$ cat src/rtl/regfile_write_arbiter.sv
// Two-requester write-port arbiter for the 32x32 register file: round-robin or
// fixed-priority grant, one-entry staged write, and forwarding-hit flags.
module regfile_write_arbiter #(
  parameter int DATA_WIDTH = 32,
  parameter int ADDR_WIDTH = 5,
  parameter int FIXED_PRIO = 0
) (
  input  logic                  clk,
  input  logic                  r,
  input  logic                  hold,
  input  logic                  req0_valid,
  output logic                  req0_ready,
  input  logic [ADDR_WIDTH-1:0] req0_rd,
  input  logic [DATA_WIDTH-1:0] req0_data,
  input  logic                  req1_valid,
  output logic                  req1_ready,
  input  logic [ADDR_WIDTH-1:0] req1_rd,
  input  logic [DATA_WIDTH-1:0] req1_data,
  output logic                  wr_en,
  output logic [ADDR_WIDTH-1:0] wr_rd,
  output logic [DATA_WIDTH-1:0] wr_data,
  input  logic [ADDR_WIDTH-1:0] rs1,
  input  logic [ADDR_WIDTH-1:0] rs2,
  output logic                  fwd_a_hit,
  output logic                  fwd_b_hit,
  output logic                  last_grant
);

  logic [1:0]            req_valid;
  logic [1:0]            grant;
  logic                  transfer;
  logic                  winner;
  logic [ADDR_WIDTH-1:0] winner_rd;
  logic [DATA_WIDTH-1:0] winner_data;

  logic                  ptr_reg, ptr_next;
  logic                  en_reg, en_next;
  logic [ADDR_WIDTH-1:0] rd_reg, rd_next;
  logic [DATA_WIDTH-1:0] data_reg, data_next;
  logic                  last_reg, last_next;

  logic [ADDR_WIDTH-1:0] rs_vec [2];
  logic [1:0]            fwd_hit;

  assign req_valid = {req1_valid, req0_valid};

  // Grant is purely combinational; reset and hold both suppress every ready.
  always_comb begin
    grant = 2'b00;
    if (!r && !hold) begin
      unique case (req_valid)
        2'b01:   grant = 2'b01;
        2'b10:   grant = 2'b10;
        2'b11:   grant = ((FIXED_PRIO != 0) || !ptr_reg) ? 2'b01 : 2'b10;
        default: grant = 2'b00;
      endcase
    end
  end

  assign transfer    = |grant;
  assign winner      = grant[1];
  assign winner_rd   = winner ? req1_rd : req0_rd;
  assign winner_data = winner ? req1_data : req0_data;

  assign req0_ready = grant[0];
  assign req1_ready = grant[1];

  // Staged write: en is a one-cycle pulse, rd/data hold between transfers.
  always_comb begin
    ptr_next  = ptr_reg;
    en_next   = 1'b0;
    rd_next   = rd_reg;
    data_next = data_reg;
    last_next = last_reg;
    if (transfer) begin
      rd_next   = winner_rd;
      data_next = winner_data;
      en_next   = (winner_rd != '0);
      last_next = winner;
      ptr_next  = ~winner;
    end
  end

  always_ff @(posedge clk) begin
    if (r) begin
      ptr_reg  <= 1'b0;
      en_reg   <= 1'b0;
      rd_reg   <= '0;
      data_reg <= '0;
      last_reg <= 1'b0;
    end else begin
      ptr_reg  <= ptr_next;
      en_reg   <= en_next;
      rd_reg   <= rd_next;
      data_reg <= data_next;
      last_reg <= last_next;
    end
  end

  assign wr_en      = en_reg;
  assign wr_rd      = rd_reg;
  assign wr_data    = data_reg;
  assign last_grant = last_reg;

  assign rs_vec[0] = rs1;
  assign rs_vec[1] = rs2;

  // x0 is hardwired zero, so a read of x0 never forwards.
  generate
    for (genvar gi = 0; gi < 2; gi++) begin : g_fwd
      assign fwd_hit[gi] = en_reg && (rd_reg == rs_vec[gi]) && (rs_vec[gi] != '0);
    end
  endgenerate

  assign fwd_a_hit = fwd_hit[0];
  assign fwd_b_hit = fwd_hit[1];

endmodule

$ cat config.mk
export PLATFORM = sky130hd
export DESIGN_NAME = regfile_write_arbiter
export DESIGN_NICKNAME = d
export VERILOG_FILES = /design/src/rtl/regfile_write_arbiter.sv
export SDC_FILE = /design/constraint.sdc
export NUM_CORES = 1
export LEC_CHECK = 0
export BUFFER_PORTS_ARGS = -buffer_cell sky130_fd_sc_hd__buf_4
export CORE_ASPECT_RATIO = 1.2
export CORE_MARGIN = 4
export CORE_UTILIZATION = 38
export CTS_CLUSTER_SIZE = 16
export DETAILED_ROUTE_END_ITERATION = 6
export PLACE_DENSITY_LB_ADDON = 0.25
export SYNTH_ARGS = -nofsm -noshare
export SYNTH_HDL_FRONTEND = slang
export SYNTH_SLANG_ARGS = --single-unit
$ cat constraint.sdc
create_clock -name clk -period 1.2 [get_ports clk]
set_input_delay 0.24 -clock clk [delete_from_list [all_inputs] [get_ports clk]]
set_output_delay 0.24 -clock clk [all_outputs]
set_load 0.05 [all_outputs]
Word-level counts from Yosys, hierarchy flattened
Cells that the tools add are included.
W data, S select, Z words.
{"block": "totals", "ff_bits": 40, "input_bits": 89, "out_inout_bits": 43, "elab_cells": 29}
{"block": "op_classes", "n_eq_ne": 5, "mux": 5, "bitwise_logic": 2, "reduce_logical": 12}
{"op": "$mux W32", "count": 1}
{"op": "$reduce_bool A5 Y1", "count": 3}
{"op": "$eq A5 B5 Y1", "count": 2}
{"op": "$pmux W2 S3", "count": 1}
{"op": "$logic_and A1 B1 Y1", "count": 5}
{"op": "$mux W5", "count": 1}
{"op": "$eq A2 B2 Y1 const B", "count": 2}
{"op": "$mux W2", "count": 2}
{"op": "$reduce_or A2 Y1", "count": 2}
{"op": "$eq A2 B1 Y1 const B", "count": 1}
{"op": "$logic_not A1 Y1", "count": 2}
{"op": "$not A1 Y1", "count": 2}

Longest topological paths before layout
{"block": "logic_depth", "word_depth": 6, "mapped_depth": 6, "depth_no_buf": 3}

Worst setup path before layout
No wires, ideal clock.
{"block": "synth_timing", "kind": "flip-flop to output port", "startpoint": "reg rd_reg[0], in the netlist wr_rd[0]", "endpoint": "out fwd_a_hit", "arrival_time_ns": 2.312, "required_ns": 0.960, "setup_slack_ns": -1.352, "stages_incl_launch_ff": 4, "cell_sequence": "dfxtp_1 > nor4_1 > or3_1 > a211oi_1"}
{"block": "synth_between", "elab_chain_cells": 3}
{"element": "start, declared", "line_no": "38", "source": "logic [ADDR_WIDTH-1:0] rd_reg, rd_next;"}
{"element": "start signal, assigned", "line_no": "94", "source": "rd_reg <= rd_next;"}
{"element": "$eq A5 B5 Y1", "line_no": "111", "source": "assign fwd_hit[gi] = en_reg && (rd_reg == rs_vec[gi]) && (rs_vec[gi] != '0);"}
{"element": "$logic_and A1 B1 Y1 (2 in series)", "line_no": "111"}
{"element": "end, declared", "line_no": "24", "source": "output logic fwd_a_hit,"}
No other way between the ends.

Worst setup path after layout
Ends and elaborated chain as after synthesis.

==> out/results.ini <==
[clock_tree]
cts_tree=built
clock-sinks=40
clk_pin_slew_worst_paths_ns=0.08
numCtsBuffers=5
max-clock-path-buffers=2
clock_latency_ns=0.29
cts-root-buf=clkbuf_8
h-tree-depth=2

[cells_and_area]
largest_reg_flops=32
fin_nets=500
insertedDiodeCount=0
seq_area_um2=821
fillerInstances=424
multi_input_comb_area_mm2=0.00126
syn2layout_area_growth_pct=81.1
drive_gt1_share_pct=51.0
post_layout_nonfiller_instances=474

[outcome]
outcome=finished, violations left
violations=negative setup slack

[timing]
fin_crit_sh_pct=144
fin_ws_ns=-0.532
max_freq_mhz=577
finClkSkew_ns=0.00714
max_slew_margin_pct=80.2
finalSetupViolCount=4
rsz0062_at_grt=true
maxSlewViolCount=0
hold_violations=0
worst_pin_slew_ns=0.297
min_period_ns=1.73

[logic_synthesis]
syn-cell-area_mm2=0.00205
syn_inst=261
postSynthAreaPerCell_um2=7.86
ys_seq_area_share_pct=39.0
ys_seq_elements=40
synthSimpleGateAreaFrac_pct=24.2
synth-xor-area-share_pct=3.42
synth_compound_area_share_pct=26.8
synth_nets=350
yosysWarnings=0
synth_top_family_by_area=compound AO/OA/AOI/OAI gates
synthMuxAreaShare_pct=0
synth_cell_types=29
synthAdderAreaFrac_pct=0

[grt]
antenna_found_initial=0
grtUsageTotal_pct=22.6
grt_first_pass_wirelength_um=11800
grt_pass1_vias=2582
gr-total-overflow=0
grt_max_degree=28

[drt]
drc=0
ant_nets=0
drt_first_pass_iters=4
routed_wl_um=8320
wl_per_cell_um=17.6
drt-initial-drc-count=137
vias=2753
viasPerCell=5.81

[power]
power.net_switching_w=0.00117
swShare_pct=33.0
clkPwrFrac_pct=24.3
p_int_w=0.00238
pwr-share-comb_pct=34.9
p_leak_nw=1.51
p_per_area_mw_per_mm2=955
ir_drop_uv=585
seqPwrFrac_pct=40.8
report.power.total_w=0.00355

[worst_setup_path]
reg2reg_depth=4
crit_required_ns=0.96
r2r-end=wr_data[11]$_SDFFE_PP0P_
worstPathMaxFanout=4
crit_family=simple AND/OR/NAND/NOR gates
critPathKind=flop to output pin
worstPathArrival_ns=1.49
crit_path_end_kind=output pin
max_stage_delay_ns=0.39
r2r_start=ptr_reg$_SDFFE_PP0P_
cp.buffers_inverters=1
worstPathCellList=nor4_4 > or3_4 > a211oi_4 > buf_6
rrSetupSlack_ns=0
startpoint_type=flop
cp_slowest_cell=dfxtp_4

[die]
start_util_pct=39.0
dieArea_mm2=0.00664
die_height_um=88.5
core_mm2=0.00526
io_pins=132
placementRows=29
die_width_um=75.1

[min_path]
worstHoldPathCells=3
holdPathEnd=wr_data[20]$_SDFFE_PP0P_
hold_start=req1_data[20]
hold_class=input pin to flop

[placed_design]
post-place-ws_ns=-0.271
dp_cells=459
dpl.hpwl_um=5890
place.gp.congestion=0.896
io_buffers=131

[flow_run]
max_cap_violations=0

[per-layer routing]
metal	share of wire (%)	track usage, %	vias up	wire, µm
met1	36	26.5	1295	3010
li1	-	-	1311	-
met5	0	0	-	0
met4	1.7	7.44	0	140
met3	8.2	4.43	16	686
met2	54	40.4	131	4480
[worst max path at each step]
stage / from / end / cells after the start
after global routing: wr_rd[3]$_SDFFE_PP0P_ / fwd_a_hit / 4
after CTS: wr_rd[3]$_SDFFE_PP0P_ / fwd_a_hit / 4
final: wr_rd[0]$_SDFFE_PP0P_ / fwd_a_hit / 4
after global placement: wr_rd[0]$_SDFFE_PP0P_ / fwd_a_hit / 4
after detailed placement: wr_rd[2]$_SDFFE_PP0P_ / fwd_a_hit / 5
after floorplan: wr_rd[0]$_SDFFE_PP0P_ / fwd_a_hit / 3
[worst reg2reg max path: stages, from the launching register on]
cell and delay, ns:
dfxtp_4 0.38, nand2b_4 0.14, buf_6 0.14, nand3_1 0.11, a311oi_1 0.32
[logic make-up after synthesis]
family,Yosys count
compound gates,92
xor+xnor,8
buf+inv,31
flops,40
simple gates,90
[repair_timing]
action | in CTS | in global routing
pin swaps | 8 | 9
buffers inserted | 4 | 3
resized for setup | 21 | 25
endpoints found under the setup margin | 14 | 36
cloned | 0 | 1
hold buffers | 0 | 0
[metrics by stage]
stage,hold WS [ns],setup TNS [ns],util [%],instance area [µm²]
2_1_floorplan,0.402,-1.70,-,2160
3_3_place_gp,0.480,-3.89,63.3,3330
3_5_place_dp,0.487,-4.76,63.3,3330
4_1_cts,0.220,-1.33,67.4,3550
5_1_grt,0.224,-1.57,70.6,3710
6_report,0.222,-1.29,70.6,3710
[cells in the final DEF, fill, tap and decap left out, types with 2 or more instances in the layout]
cell type and count:
clkbuf_1 2, nand2_1 5, a31oi_1 25, clkbuf_8 5
dfxtp_1 34, buf_8 7, a211oi_4 2, a211oi_2 2
nand4_1 25, or4_1 2, nor2_2 3, a21oi_1 13
o21ai_1 19, nand3_1 38, xnor2_2 3, nor2_1 2
buf_4 149, buf_12 4, o21ai_2 3, a311oi_1 11
o21ai_0 15, xnor2_1 5, buf_6 13, dfxtp_4 5
[power groups by stage]
stage	sequential (W)	combinational, W	clock, W
floorplan	0.00171	0.000350	0
global placement	0.00147	0.00109	0
detailed placement	0.00147	0.00110	0
CTS	0.00145	0.00116	0.000869
global route	0.00146	0.00130	0.000923
finish	0.00145	0.00124	0.000861
[area by class of cell]
cell class                 instances  share of cell area, %
tap                               62                   2.09
clock inverter                     1                  0.101
clock buffer                       7                   2.05
multi-input combinational        190                   34.0
timing repair buffer             174                   39.7
sequential                        40                   22.1
[Yosys cell counts, drive strengths merged]
master,instances,area share (%)
or4,2,0.73
xnor2,8,3.4
or3,2,0.61
nand2b,2,0.61
clkbuf,21,3.9
nor2b,1,0.31
dfxtp,40,39
o21ai,37,9.0
a311oi,12,5.1
nand4,25,7.6
a211oi,4,1.5
buf,10,2.6
nor2,6,1.2
or2,2,0.61
a31oi,25,7.6
nand3,39,9.5
nor3b,1,0.61
and3,1,0.31
nor4,1,0.31
a21oi,13,3.2
or3b,1,0.43
nand2,6,1.1
nor3,1,0.24
a2bb2oi,1,0.43
Note: power is estimated with default switching activity, not from simulation.
